$ cat config.mk
export PLATFORM = sky130hd
export DESIGN_NAME = fetch_unit_flat
export DESIGN_NICKNAME = d
export VERILOG_FILES = /design/src/rtl/fetch_unit_if.sv /design/src/rtl/fetch_unit.sv /design/src/flat_wrapper.sv
export SDC_FILE = /design/constraint.sdc
export NUM_CORES = 1
export LEC_CHECK = 0
export CORE_ASPECT_RATIO = 1.1
export CORE_MARGIN = 2
export CORE_UTILIZATION = 60
export CTS_CLUSTER_DIAMETER = 120
export DETAILED_ROUTE_END_ITERATION = 10
export DONT_BUFFER_PORTS = 1
export MAX_ROUTING_LAYER = met4
export PLACE_DENSITY = 0.84
export SLEW_MARGIN = 20
export SYNTH_ARGS = -nofsm -noshare
export SYNTH_HDL_FRONTEND = slang
export SYNTH_SLANG_ARGS = --single-unit
$ cat constraint.sdc
create_clock -name clk -period 9.7 [get_ports clk]
set_clock_uncertainty 0.15 [all_clocks]
set_input_delay 1.94 -clock clk [delete_from_list [all_inputs] [get_ports clk]]
set_output_delay 1.94 -clock clk [all_outputs]
set_load 0.005 [all_outputs]
$ cat src/rtl/fetch_unit_if.sv
// Fetch-stage bundle: exe redirect inputs, instruction-memory request/response, decode handoff.
// master = fetch_unit side, slave = the environment (exe, imem, decode).
interface fetch_unit_if;
   logic        jmp_en;
   logic [31:0] jmp_addr;
   logic        clr;
   logic        imem_req;
   logic [31:0] imem_addr;
   logic        imem_gnt;
   logic        imem_rvalid;
   logic [31:0] imem_rdata;
   logic        id_valid;
   logic        id_ready;
   logic [31:0] id_ins;
   logic [31:0] id_ins_addr;

   modport master (
      input  jmp_en, jmp_addr, clr, imem_gnt, imem_rvalid, imem_rdata, id_ready,
      output imem_req, imem_addr, id_valid, id_ins, id_ins_addr
   );

   modport slave (
      output jmp_en, jmp_addr, clr, imem_gnt, imem_rvalid, imem_rdata, id_ready,
      input  imem_req, imem_addr, id_valid, id_ins, id_ins_addr
   );
endinterface

$ cat src/rtl/fetch_unit.sv
// In-order instruction fetch: owns the PC, buffers returned words, redirects/flushes on exe request.
// Grant at N -> rvalid N+1 -> id_valid N+2; requests stop once buffered + outstanding reaches DEPTH.
module fetch_unit #(
   parameter logic [31:0] RESET_PC = 32'h0000_0000,
   parameter int          DEPTH    = 4
) (
   input  logic          clk,
   input  logic          rst,
   fetch_unit_if.master  bus
);
   localparam int            AW  = $clog2(DEPTH);
   localparam int            CW  = AW + 1;
   localparam logic [CW:0]   CAP = (CW+1)'(DEPTH);

   logic [31:0]   pc, deliver_pc, resp_pc, redirect_pc;
   logic [CW-1:0] count, outstanding, drop;
   logic [AW-1:0] wr_ptr, rd_ptr;
   logic [31:0]   ins_mem  [DEPTH];
   logic [31:0]   addr_mem [DEPTH];
   logic [CW:0]   inflight;
   logic          flush, req, grant, rsp, push, pop, head_vld;

   assign flush       = bus.jmp_en || bus.clr;
   assign inflight    = {1'b0, count} + {1'b0, outstanding};
   assign req         = !rst && !flush && (inflight < CAP);
   assign grant       = req && bus.imem_gnt;
   // A response with nothing tracked is a leftover from before reset and is ignored.
   assign rsp         = bus.imem_rvalid && (outstanding != '0);
   assign push        = rsp && (drop == '0);
   assign head_vld    = (count != '0);
   assign pop         = head_vld && bus.id_ready;
   assign redirect_pc = bus.jmp_en ? {bus.jmp_addr[31:2], 2'b00} : deliver_pc;

   assign bus.imem_req    = req;
   assign bus.imem_addr   = pc;
   assign bus.id_valid    = head_vld;
   assign bus.id_ins      = ins_mem[rd_ptr];
   assign bus.id_ins_addr = addr_mem[rd_ptr];

   always_ff @(posedge clk) begin
      if (rst) begin
         pc          <= RESET_PC;
         deliver_pc  <= RESET_PC;
         resp_pc     <= RESET_PC;
         count       <= '0;
         outstanding <= '0;
         drop        <= '0;
         wr_ptr      <= '0;
         rd_ptr      <= '0;
         for (int i = 0; i < DEPTH; i++) begin
            ins_mem[i]  <= '0;
            addr_mem[i] <= '0;
         end
      end else if (flush) begin
         // Everything still in flight belongs to the old path; a same-cycle response is discarded too.
         pc          <= redirect_pc;
         deliver_pc  <= redirect_pc;
         resp_pc     <= redirect_pc;
         count       <= '0;
         wr_ptr      <= '0;
         rd_ptr      <= '0;
         outstanding <= outstanding - CW'(rsp);
         drop        <= outstanding - CW'(rsp);
      end else begin
         if (grant) begin
            pc <= pc + 32'd4;
         end
         case ({grant, rsp})
            2'b10:   outstanding <= outstanding + CW'(1);
            2'b01:   outstanding <= outstanding - CW'(1);
            default: ;
         endcase
         if (rsp && (drop != '0)) begin
            drop <= drop - CW'(1);
         end
         if (push) begin
            ins_mem[wr_ptr]  <= bus.imem_rdata;
            addr_mem[wr_ptr] <= resp_pc;
            wr_ptr           <= wr_ptr + AW'(1);
            resp_pc          <= resp_pc + 32'd4;
         end
         if (pop) begin
            rd_ptr     <= rd_ptr + AW'(1);
            deliver_pc <= addr_mem[rd_ptr] + 32'd4;
         end
         case ({push, pop})
            2'b10:   count <= count + CW'(1);
            2'b01:   count <= count - CW'(1);
            default: ;
         endcase
      end
   end
endmodule

$ cat src/flat_wrapper.sv
// flat-port wrapper written by rule: the top's interface ports become plain ports
module fetch_unit_flat 
#(
   parameter logic [31:0] RESET_PC = 32'h0000_0000,
   parameter int          DEPTH    = 4
)
  (clk, rst, bus_jmp_en, bus_jmp_addr, bus_clr, bus_imem_gnt, bus_imem_rvalid, bus_imem_rdata, bus_id_ready, bus_imem_req, bus_imem_addr, bus_id_valid, bus_id_ins, bus_id_ins_addr);
  fetch_unit_if bus_i ();
  input  logic clk;
  input  logic rst;
  input wire logic [$bits(bus_i.jmp_en)-1:0] bus_jmp_en;
  input wire logic [$bits(bus_i.jmp_addr)-1:0] bus_jmp_addr;
  input wire logic [$bits(bus_i.clr)-1:0] bus_clr;
  input wire logic [$bits(bus_i.imem_gnt)-1:0] bus_imem_gnt;
  input wire logic [$bits(bus_i.imem_rvalid)-1:0] bus_imem_rvalid;
  input wire logic [$bits(bus_i.imem_rdata)-1:0] bus_imem_rdata;
  input wire logic [$bits(bus_i.id_ready)-1:0] bus_id_ready;
  output wire logic [$bits(bus_i.imem_req)-1:0] bus_imem_req;
  output wire logic [$bits(bus_i.imem_addr)-1:0] bus_imem_addr;
  output wire logic [$bits(bus_i.id_valid)-1:0] bus_id_valid;
  output wire logic [$bits(bus_i.id_ins)-1:0] bus_id_ins;
  output wire logic [$bits(bus_i.id_ins_addr)-1:0] bus_id_ins_addr;
  assign bus_i.jmp_en = bus_jmp_en;
  assign bus_i.jmp_addr = bus_jmp_addr;
  assign bus_i.clr = bus_clr;
  assign bus_i.imem_gnt = bus_imem_gnt;
  assign bus_i.imem_rvalid = bus_imem_rvalid;
  assign bus_i.imem_rdata = bus_imem_rdata;
  assign bus_i.id_ready = bus_id_ready;
  assign bus_imem_req = bus_i.imem_req;
  assign bus_imem_addr = bus_i.imem_addr;
  assign bus_id_valid = bus_i.id_valid;
  assign bus_id_ins = bus_i.id_ins;
  assign bus_id_ins_addr = bus_i.id_ins_addr;
  fetch_unit #(.RESET_PC(RESET_PC), .DEPTH(DEPTH)) u_core (.clk(clk), .rst(rst), .bus(bus_i));
endmodule
# ---- Yosys cells after proc, flatten, opt, wreduce, memory -nomap -nowiden
# Memory sizes are Yosys's and may differ from the RTL's. A register that Yosys moved wholly into a read port is not among the register bits.
# Cells that the tools add are included.
dict set report totals {
  ff_bits 109
  mem_bits_rw 256
  in_bits 71
  output_inout_bits 98
  memories 2
}
dict set report op_classes {
  n_addsub 12
  magnitude_cmp 1
  eq_ne 4
  n_mux 28
  reduce_logical 23
}
# memory depth width rd rd_clocked_by_memory_dff write_ports line_no
set memory_table {}
lappend memory_table {u_core.addr_mem 4 32 1 1 4 fetch_unit.sv:19} ;# logic [31:0] addr_mem [DEPTH];
lappend memory_table {u_core.ins_mem 4 32 1 1 4 fetch_unit.sv:18} ;# logic [31:0] ins_mem [DEPTH];
# op n
set ops {}
lappend ops {{$mux 32} 9}
lappend ops {{$add 32x3->32 const B} 3}
lappend ops {{$reduce_or 32->1} 2}
lappend ops {{$mux 2} 6}
lappend ops {{$pmux 3 s2} 2}
lappend ops {{$reduce_bool 3->1} 4}
lappend ops {{$reduce_bool 2->1} 5}
lappend ops {{$mux 3} 3}
lappend ops {{$sub 3x1->3 const B} 3}
lappend ops {{$mux 1} 8}
lappend ops {{$logic_and 1x1->1} 7}
lappend ops {{$add 3x1->3 const B} 2}
lappend ops {{$add 2x1->2 const B} 2}
lappend ops {{$add 3x3->4} 1}
lappend ops {{$eq 2x1->1 const B} 2}
lappend ops {{$eq 2x2->1 const B} 2}
lappend ops {{$lt 4x3->1 const B} 1}
lappend ops {{$logic_not 3->1} 1}
lappend ops {{$sub 3x1->3} 1}
lappend ops {{$logic_not 1->1} 2}
lappend ops {{$reduce_or 2->1} 1}
lappend ops {{$logic_or 1x1->1} 1}

# ---- Logic depth before layout (Yosys ltp)
# Gate-level depths: netlist (run 1).
dict set report logic_depth {
  ltp_word 9
  ltp_mapped 13
}

# ---- Worst setup path before layout (run 1)
# No wires, ideal clock.
dict set report synth_timing {
  kind {in2reg}
  from {input bus_clr}
  to {memory u_core.addr_mem[2][0], enable pin}
  setup_time_ps 574
  t_arrival_ps 7468
  required_time_ps 8976
  slack_ps 1508
  cell_stages 6
  n_path_buf 3
  path_cell_list {clkbuf_1 > nor2_1 > clkbuf_1 > clkbuf_1 > nand2_1 > o21ai_0}
}
# item line_no
set synth_lines {}
lappend synth_lines {{start, declared} flat_wrapper.sv:13} ;# input wire logic [$bits(bus_i.clr)-1:0] bus_clr;
lappend synth_lines {{end, declared} fetch_unit.sv:19}

# ---- Worst setup path after layout (run 1)
dict set report layout_timing {
  from {input bus_jmp_en}
  to {output bus_imem_req}
}
dict set report layout_via {
  elab_chain_cells 4
}
# item line_no
set layout_rtl {}
lappend layout_rtl {{start, declared} flat_wrapper.sv:11} ;# input wire logic [$bits(bus_i.jmp_en)-1:0] bus_jmp_en;
lappend layout_rtl {{$logic_or 1x1->1} fetch_unit.sv:23} ;# assign flush = bus.jmp_en || bus.clr;
lappend layout_rtl {{$logic_not 1->1} fetch_unit.sv:25} ;# assign req = !rst && !flush && (inflight < CAP);
lappend layout_rtl {{$logic_and 1x1->1 (2 in a row)} fetch_unit.sv:25}
lappend layout_rtl {{end, declared} flat_wrapper.sv:18} ;# output wire logic [$bits(bus_i.imem_req)-1:0] bus_imem_req;
# Every way passes these cells.

==> results of run 1 <==
## layout make-up
type	instances	area, sq um
flip-flops and latches	365	9874
fillers	2056	9816
multi-input cells	1032	6788
clock buffers	48	1030
well taps	368	460.4
inverters	83	311.5
clock inverters	18	216.5
repair buffers	17	131.4
## power by group through the flow
stage	sequential, mW	combinational [mW]	clock [mW]
2_1_floorplan	1.80	0.202	0
3_3_place_gp	1.80	0.247	0
3_5_place_dp	1.81	0.254	0
4_1_cts	1.78	0.257	1.48
5_1_grt	1.78	0.286	1.54
6_report	1.78	0.259	1.47
## worst max-delay path, stage by stage
cell and delay, ns:
or2_2 0.53, nor2_1 0.45, and3_1 0.28
## how the worst max path moves through the flow
stage                     slack [ns]  cells after the start            start                                   to
after detailed placement        4.01                      7  bus_imem_rvalid  u_core.ins_mem[0][24]$_SDFFCE_PN0P_
after global placement          4.03                      7  bus_imem_rvalid  u_core.ins_mem[0][24]$_SDFFCE_PN0P_
after CTS                       4.40                      3          bus_clr                         bus_imem_req
after floorplan                 1.51                      6          bus_clr  u_core.addr_mem[2][0]$_SDFFCE_PN0P_
final                           4.40                      3       bus_jmp_en                         bus_imem_req
after global routing            4.36                      7  bus_imem_rvalid  u_core.ins_mem[0][27]$_SDFFCE_PN0P_
## layer usage
metal / vias to the layer above / part of all wire
li1: 5656 / -
met1: 6006 / 0.37
met2: 661 / 0.49
met3: 97 / 0.11
met4: 0 / 0.031
met5: - / 0
## cells by family (layout without fill, tap and decap cells)
| group | count (synthesis) | count (layout) | share of synthesized area |
|---|---|---|---|
| buffers and inverters | 182 | 166 | 0.04665 |
| AO/OA/AOI/OAI | 301 | 301 | 0.1055 |
| adder cells (fa/ha/maj) | 13 | 13 | 0.01021 |
| XOR/XNOR | 39 | 39 | 0.01962 |
| AND/OR/NAND/NOR | 611 | 611 | 0.1633 |
| multiplexers | 68 | 68 | 0.08769 |
| flip-flops | 365 | 365 | 0.5670 |
## sequential cells by signal, indices dropped and copies added, names as in the netlist, named ones only
register,count
u_core.count,3
u_core.deliver_pc,32
u_core.drop,3
u_core.outstanding,3
u_core.bus.imem_addr,31
u_core.addr_mem,128
u_core.rd_ptr,2
u_core.resp_pc,31
u_core.wr_ptr,2
u_core.ins_mem,128
## synthesized netlist by cell type (12+ instances only)
master	number	area, sq um
inv_1	80	300.3
o21ai_0	77	385.4
and2_1	72	450.4
nand3_1	47	235.2
mux4_2	52	1171
and3_1	14	87.58
dfxtp_1	109	2182
a31oi_1	12	75.07
a211oi_1	27	202.7
mux4_1	12	315.3
nand4_1	22	137.6
xor2_1	25	219.0
nor3_1	44	220.2
nand2_1	177	664.4
nor2_1	201	754.5
clkbuf_1	70	262.8
o22ai_1	13	81.33
edfxtp_1	256	7687
o21a_1	18	135.1
a21oi_1	106	530.5
xnor2_1	14	122.6
## cell usage in the layout, fill, tap and decap left out, drive strengths merged, types with 4 or more instances in the layout
| master | netlist | final |
|---|---|---|
| a21boi | 4 | 4 |
| edfxtp | 256 | 256 |
| nand2 | 177 | 177 |
| nor3 | 45 | 45 |
| mux2i | 4 | 4 |
| a211oi | 27 | 27 |
| a221oi | 4 | 4 |
| clkinv | 3 | 14 |
| or3 | 8 | 8 |
| and4 | 10 | 10 |
| clkbuf | 70 | 48 |
| xnor2 | 14 | 14 |
| a21oi | 106 | 106 |
| and2 | 72 | 72 |
| dfxtp | 109 | 109 |
| buf | 29 | 17 |
| o221a | 7 | 7 |
| a31oi | 12 | 12 |
| inv | 80 | 81 |
| xor2 | 25 | 25 |
| and3 | 14 | 14 |
| o31ai | 7 | 7 |
| nand3 | 47 | 47 |
| nor4 | 4 | 4 |
| o21a | 18 | 18 |
| o21ai | 79 | 79 |
| o22ai | 13 | 13 |
| mux4 | 64 | 64 |
| nor2 | 201 | 201 |
| nand4 | 24 | 24 |
| a21o | 6 | 6 |
| ha | 11 | 11 |
| bufinv | 0 | 5 |
## through the flow
stage	setup WS [ns]	hold slack, ns	utilization	instance area, sq um
after floorplan	1.508	0.3139	-	17410
after global placement	4.035	0.3359	0.6135	17560
after detailed placement	4.014	0.3391	0.6135	17560
after CTS	4.398	0.3478	0.6570	18810
after global routing	4.360	0.3652	0.6571	18810
final	4.396	0.3486	0.6571	18810
==> results.toml, run 1 <==
[placement]
gp_congestion = 0.9216
dp_hpwl_mm = 25.95
io_buffers = 0
placed_cells = 1865

[clock_network]
cts.clk_slew.worst_paths_ns = 0.06
cts_tree = "done"
cts_made_buffers = 38
ctsResizeCount = 0
cts_max_level = 2
cts_setup_buffers = 0
insertion_delay_ns = 0.52
clock_sinks = 365
hold_buffers = 0
cts-root-buf = "clkbuf_16"
clock_path_buffers = 3

[timing]
finalHoldViolations = 0
report.final.slew_viol_count = 0
max_freq_mhz = 188.5
relSlewSlack = 0.3359
finalCriticalPeriod_ns = 5.304
rsz0062_at_grt = "false"
tightest_slew_ns = 0.9962
setup_tns_ns = 0
final-setup-viol-count = 0
fin_crit_sh = 0.5468

[critical_path]
worstPathArrival_ns = 3.21
r2r-start = "u_core.drop[0]$_SDFFE_PP0P_"
cp.required_ns = 7.61
start_kind = "primary input"
worst_setup_path_end_kind = "output port"
critPathKind = "primary input to output port"
rr_endpoint = "u_core.addr_mem[0][8]$_SDFFCE_PN0P_"
cp_max_fo = 79
rrSetupSlack_ns = 5.34
reg2reg_depth = 9

[drt]
vias = 12420
drc = 0
totalWireLength_mm = 42.22
first_pass_iters = 5
ant_nets = 0
routed_via_density = 6.432
drt_iter0_markers = 1262
post_drt_wl_per_cell_um = 21.86

[pwr]
power_density_nw_per_um2 = 186.1
p_sw_frac = 0.2272
p_leak_nw = 6.784
seqPwrFrac = 0.507
pwr-share-comb = 0.074
switchingPower_mw = 0.7953
p_int_mw = 2.706
ir_worst_vdd_uv = 194.7
finalPower_mw = 3.501
p_clk_frac = 0.419

[run_status]
outcome = "finished clean"

[grt]
gr-usage-met3 = 0.07504
grt.busiest_layer = "met2"
grt_pass1_wl_mm = 66.37
grt_pass1_vias = 12239
use_met1 = 0.3458
grt_max_degree = 89
antenna_found_initial = 0
grtUsageMet2 = 0.4696
grt_overflow_total = 0
grt.total_usage = 0.2854

[synth]
yosysWarnings = 0
synth_seq_cells = 365
synth-main-ff-cell = "edfxtp_1"
synth.distinct_cells = 60
synth_area_sq_um = 17410
synth.avg_cell_area_sq_um = 11.02
syn-num-nets = 1663
synth_edf_count = 256
ys_seq_area_frac = 0.5670
synthesis.instances = 1579
async_flop_share = 0

[hold_path]
min_from = "u_core.deliver_pc[7]$_SDFFE_PP0P_"
whs_path_depth = 2
worstHoldEndpoint = "u_core.deliver_pc[7]$_SDFFE_PP0P_"
hold_path.class = "register to register"

[final_layout]
diodes = 0
final_nets = 1621
drive_above_1_share = 0.09725
area_growth_pct = 8.072
fin_cells = 1931

[floorplan]
die_area_sq_um = 30390
start_util = 0.6080
die_y_um = 182.6
coreArea_sq_um = 28630
die_width_um = 166.4
placementRows = 65
num_io_pins = 169

[run]
maxCapViolations = 0
Note: power is estimated with default switching activity, not from simulation.
==> inputs of run 2 (changes only) <==
clock period = 5.4 ns   (was 9.7 ns; I/O delays follow)
==> results.toml, run 2 (synthesis gave the netlist of run 1 again) <==
[run_status]
outcome = "finished clean"

[drt]
totalWireLength_mm = 42.29
drc = 0
vias = 12373
drt_iter0_markers = 1338
routed_via_density = 6.381
post_drt_wl_per_cell_um = 21.81
first_pass_iters = 6
ant_nets = 0

[final_layout]
reg_top3 = "u_core.addr_mem (128), u_core.ins_mem (128), u_core.deliver_pc (32)"
drive_above_1_share = 0.09930
final_common_cell = "edfxtp_1"
most-common-layout-cells = "edfxtp_1, nor2_1, nand2_1"
fin_util = 0.6558
seq_area_sq_um = 9874
area_growth_pct = 7.849
multi_input_area_sq_um = 6788
final_nets = 1627
diodes = 0
n_fill_cell = 2123

[floorplan]
die_y_um = 182.6
start_util = 0.6080
die_area_sq_um = 30390
placementRows = 65
num_io_pins = 169
die_width_um = 166.4
coreArea_sq_um = 28630

[grt]
grt_pass1_wl_mm = 67.23
grt.total_usage = 0.2886
antenna_found_initial = 0
grt_max_degree = 89
grt_pass1_vias = 12398
grt_overflow_total = 0

[clock_network]
cts-root-buf = "clkbuf_16"
hold_buffers = 0
cts.clk_slew.worst_paths_ns = 0.06
cts_tree = "done"
ctsResizeCount = 0
insertion_delay_ns = 0.53
cts_setup_buffers = 0
clock_sinks = 365
cts_max_level = 2
cts_made_buffers = 38
clock_path_buffers = 3

[critical_path]
cp_slowest_cell = "dfxtp_4"
critPathKind = "register to output port"
rr_endpoint = "u_core.deliver_pc[15]$_SDFFE_PP0P_"
reg2reg_depth = 6
rrSetupSlack_ns = 2.08
worst_setup_path_end_kind = "output port"
start_kind = "register"
worstPathArrival_ns = 2.60
cp.required_ns = 4.17
path_cells = "buf_4 -> mux4_2"
slowest_delay_ns = 1.00
cp_max_fo = 50

[timing]
tightest_slew_ns = 0.9966
finalCriticalPeriod_ns = 3.829
fin_crit_sh = 0.7091
relSlewSlack = 0.3295
finalHoldViolations = 0
rsz0062_at_grt = "false"
report.final.slew_viol_count = 0
final-setup-viol-count = 0
max_freq_mhz = 261.1
holdWs_ns = 0.3558

[hold_path]
min_from = "u_core.deliver_pc[5]$_SDFFE_PP0P_"
whs_path_depth = 2
hold_path.class = "register to register"
worstHoldEndpoint = "u_core.deliver_pc[5]$_SDFFE_PP0P_"

[pwr]
p_leak_nw = 6.777
power_density_nw_per_um2 = 325.6
ir_worst_vdd_uv = 284.5

[placement]
io_buffers = 0
dp_hpwl_mm = 26.38
gp_congestion = 0.9479

[run]
maxCapViolations = 0
run 2: changes by cell type in the layout (fill, tap and decap cells not counted), sizes merged:
cell,delta
clkinvlp,-1
bufinv,-5
inv,+2
clkinv,+3
clkbuf,+3
buf,+6
run 2: power by group:
group | internal, mW | total (mW) | switching, mW
clock | 1.38 | 2.45 | 1.07
sequential | 3.11 | 3.19 | 0.0778
combinational | 0.168 | 0.472 | 0.305
run 2: critical path: cells and delay by family, from the launching register on:
| kind | cells | cell delay, ns |
|---|---|---|
| buffers and inverters | 1 | 0.45 |
| DFF | 1 | 1.00 |
| muxes | 1 | 0.58 |
run 2: cell type report:
type / instances / area share
inverter: 83 / 0.01660
sequential: 365 / 0.5260
timing repair buffer: 23 / 0.009864
clock inverter: 17 / 0.005265
multi-input combinational: 1032 / 0.3616
tap: 368 / 0.02453
clock buffer: 51 / 0.05618
run 2: worst max-delay path by stage:
stage	startpoint	end	cells after the start
final	register	bus_id_ins[15]	2
after global routing	register	bus_id_ins[19]	2
after global placement	bus_clr	u_core.ins_mem[1][6]$_SDFFCE_PN0P_	5
after CTS	register	bus_id_ins[19]	2
after detailed placement	bus_clr	u_core.ins_mem[2][5]$_SDFFCE_PN0P_	5
after floorplan	bus_clr	u_core.addr_mem[2][0]$_SDFFCE_PN0P_	6
run 2: routing by layer:
metal | global-route usage | part of all wire | up-vias
li1 | - | - | 5665
met1 | 0.3700 | 0.39 | 5967
met2 | 0.4676 | 0.48 | 647
met3 | 0.06593 | 0.11 | 94
met4 | 0.08069 | 0.024 | 0
met5 | - | 0 | -
run 2: stage by stage:
step	instance area, sq um	setup slack (ns)	setup TNS, ns	total power [mW]	std cells
2_1_floorplan	17410	-0.2185	-41.24	3.587	1579
3_3_place_gp	17620	1.653	0	3.694	1871
3_5_place_dp	17620	1.625	0	3.717	1871
4_1_cts	18770	1.467	0	6.136	1939
5_1_grt	18770	1.371	0	6.308	1939
6_report	18770	1.571	0	6.112	1939
==> inputs of run 3 (changes only) <==
CORE_UTILIZATION = 58   (was 60)
clock period = 3.1 ns   (was 5.4 ns; I/O delays follow)
==> results.toml, run 3 (synthesis gave the netlist of run 1 again) <==
[final_layout]
final_common_cell = "edfxtp_1"
area_growth_pct = 10.24
drive_above_1_share = 0.1147
reg_top3 = "u_core.addr_mem (128), u_core.ins_mem (128), u_core.deliver_pc (32)"
most-common-layout-cells = "edfxtp_1, nor2_1, nand2_1"
final_area_sq_um = 19190
final_nets = 1651
n_fill_cell = 2180
diodes = 0

[floorplan]
num_io_pins = 169
die_y_um = 185.7
die_width_um = 169.2
placementRows = 66
start_util = 0.5888
die_area_sq_um = 31420
coreArea_sq_um = 29560

[clock_network]
clock_path_buffers = 3
cts-root-buf = "clkbuf_16"
cts.clk_slew.worst_paths_ns = 0.06
cts_tree = "done"
hold_buffers = 0
cts_made_buffers = 39
cts_max_level = 2
clock_sinks = 365
insertion_delay_ns = 0.52

[pwr]
power_density_nw_per_um2 = 568.0
ir_worst_vdd_uv = 448.8
p_sw_frac = 0.2330
p_int_mw = 8.359
switchingPower_mw = 2.540
p_clk_frac = 0.410
seqPwrFrac = 0.510
finalPower_mw = 10.90
p_leak_nw = 6.983
pwr-share-comb = 0.080

[run_status]
outcome = "finished clean"

[placement]
place_area_sq_um = 17950
io_buffers = 0
dp_hpwl_mm = 27.80
gp_congestion = 0.9374

[grt]
grt_pass1_vias = 12455
antenna_found_initial = 0
grt.total_usage = 0.2879
grt_max_degree = 89
grt_overflow_total = 0
grt_pass1_wl_mm = 68.25

[critical_path]
cp_max_fo = 19
path_cells = "buf_12 -> mux4_1 -> buf_4"
rrSetupSlack_ns = 0.29
worstPathArrival_ns = 2.17
critPathBufInv = 2
worst_setup_path_end_kind = "output port"
slowest_delay_ns = 0.67
critPathKind = "register to output port"
cp_slowest_cell = "mux4_1"
critical_path.top_delay_family = "multiplexers"
cp.required_ns = 2.33
start_kind = "register"

[drt]
totalWireLength_mm = 43.69
routed_via_density = 6.458
wl_met3_mm = 4.544
first_pass_iters = 7
drc = 0
met1_length_mm = 16.64
post_drt_wl_per_cell_um = 22.18
top_layer = "met4"
ant_nets = 0
vias = 12723
wl_met2_mm = 21.27
drt_iter0_markers = 1526

[timing]
finalCriticalPeriod_ns = 2.941
max_freq_mhz = 340.0
rsz0062_at_grt = "false"
setup_tns_ns = 0
finalHoldViolations = 0
tightest_slew_ns = 0.8508
report.final.slew_viol_count = 0
relSlewSlack = 0.4328
fin_crit_sh = 0.9486
final-setup-viol-count = 0

[hold_path]
hold_path.class = "primary input to register"

[run]
maxCapViolations = 0
## run 3: per-layer routing
layer	vias up	GRT usage
met5	-	-
met4	0	0.09470
met3	117	0.06592
met2	751	0.4735
met1	6130	0.3562
li1	5725	-
## run 3: worst paths after layout
check	cells after the start	endpoint	from
max	3	bus_id_ins_addr[16]	register
min	1	u_core.bus.imem_addr[19]$_SDFFE_PP0P_	rst
max reg2reg	7	u_core.deliver_pc[17]$_SDFFE_PP0P_	register
min reg2reg	2	u_core.deliver_pc[3]$_SDFFE_PP0P_	u_core.deliver_pc[3]$_SDFFE_PP0P_
## run 3: power by group through the flow
stage	Sequential (mW)	Combinational (mW)	Clock, mW
floorplan	5.61	0.640	0
global placement	5.63	0.833	0
detailed placement	5.65	0.862	0
CTS	5.55	0.869	4.52
global route	5.58	0.956	4.72
finish	5.55	0.874	4.47
## run 3: repair_timing
| action | in CTS | in global routing |
|---|---|---|
| endpoints found under the hold margin | 0 | 0 |
| endpoints found under the setup margin | 33 | 0 |
| gates resized for setup | 1 | 0 |
| setup buffers | 0 | 0 |
## run 3: worst register-to-register path, stage by stage, from the launching register on
cell     delay, ns
dfxtp_4       0.52
buf_12        0.25
mux4_2        0.62
and4_1        0.19
and3_1        0.35
nor2b_1       0.24
xnor2_1       0.26
o22ai_1       0.12
## run 3: per-stage QoR
step / hold WS [ns] / instances / setup slack [ns] / utilization
global placement: 0.3376 / 1900 / 0.3716 / 0.6073
detailed placement: 0.3386 / 1900 / 0.3404 / 0.6073
floorplan: 0.3139 / 1579 / 0.02076 / -
global route: 0.004165 / 1970 / 0.04938 / 0.6491
finish: 0.01391 / 1970 / 0.1592 / 0.6491
CTS: 0.005836 / 1970 / 0.1174 / 0.6491
## run 3: area by class of cell
cell class	count	area (sq um)	area share
timing repair buffer	46	511.7	0.02667
multi-input combinational	1032	6793	0.3540
sequential	365	9874	0.5146
clock inverter	18	112.6	0.005868
tap	374	467.9	0.02439
clock buffer	52	1119	0.05829
inverter	83	311.5	0.01624
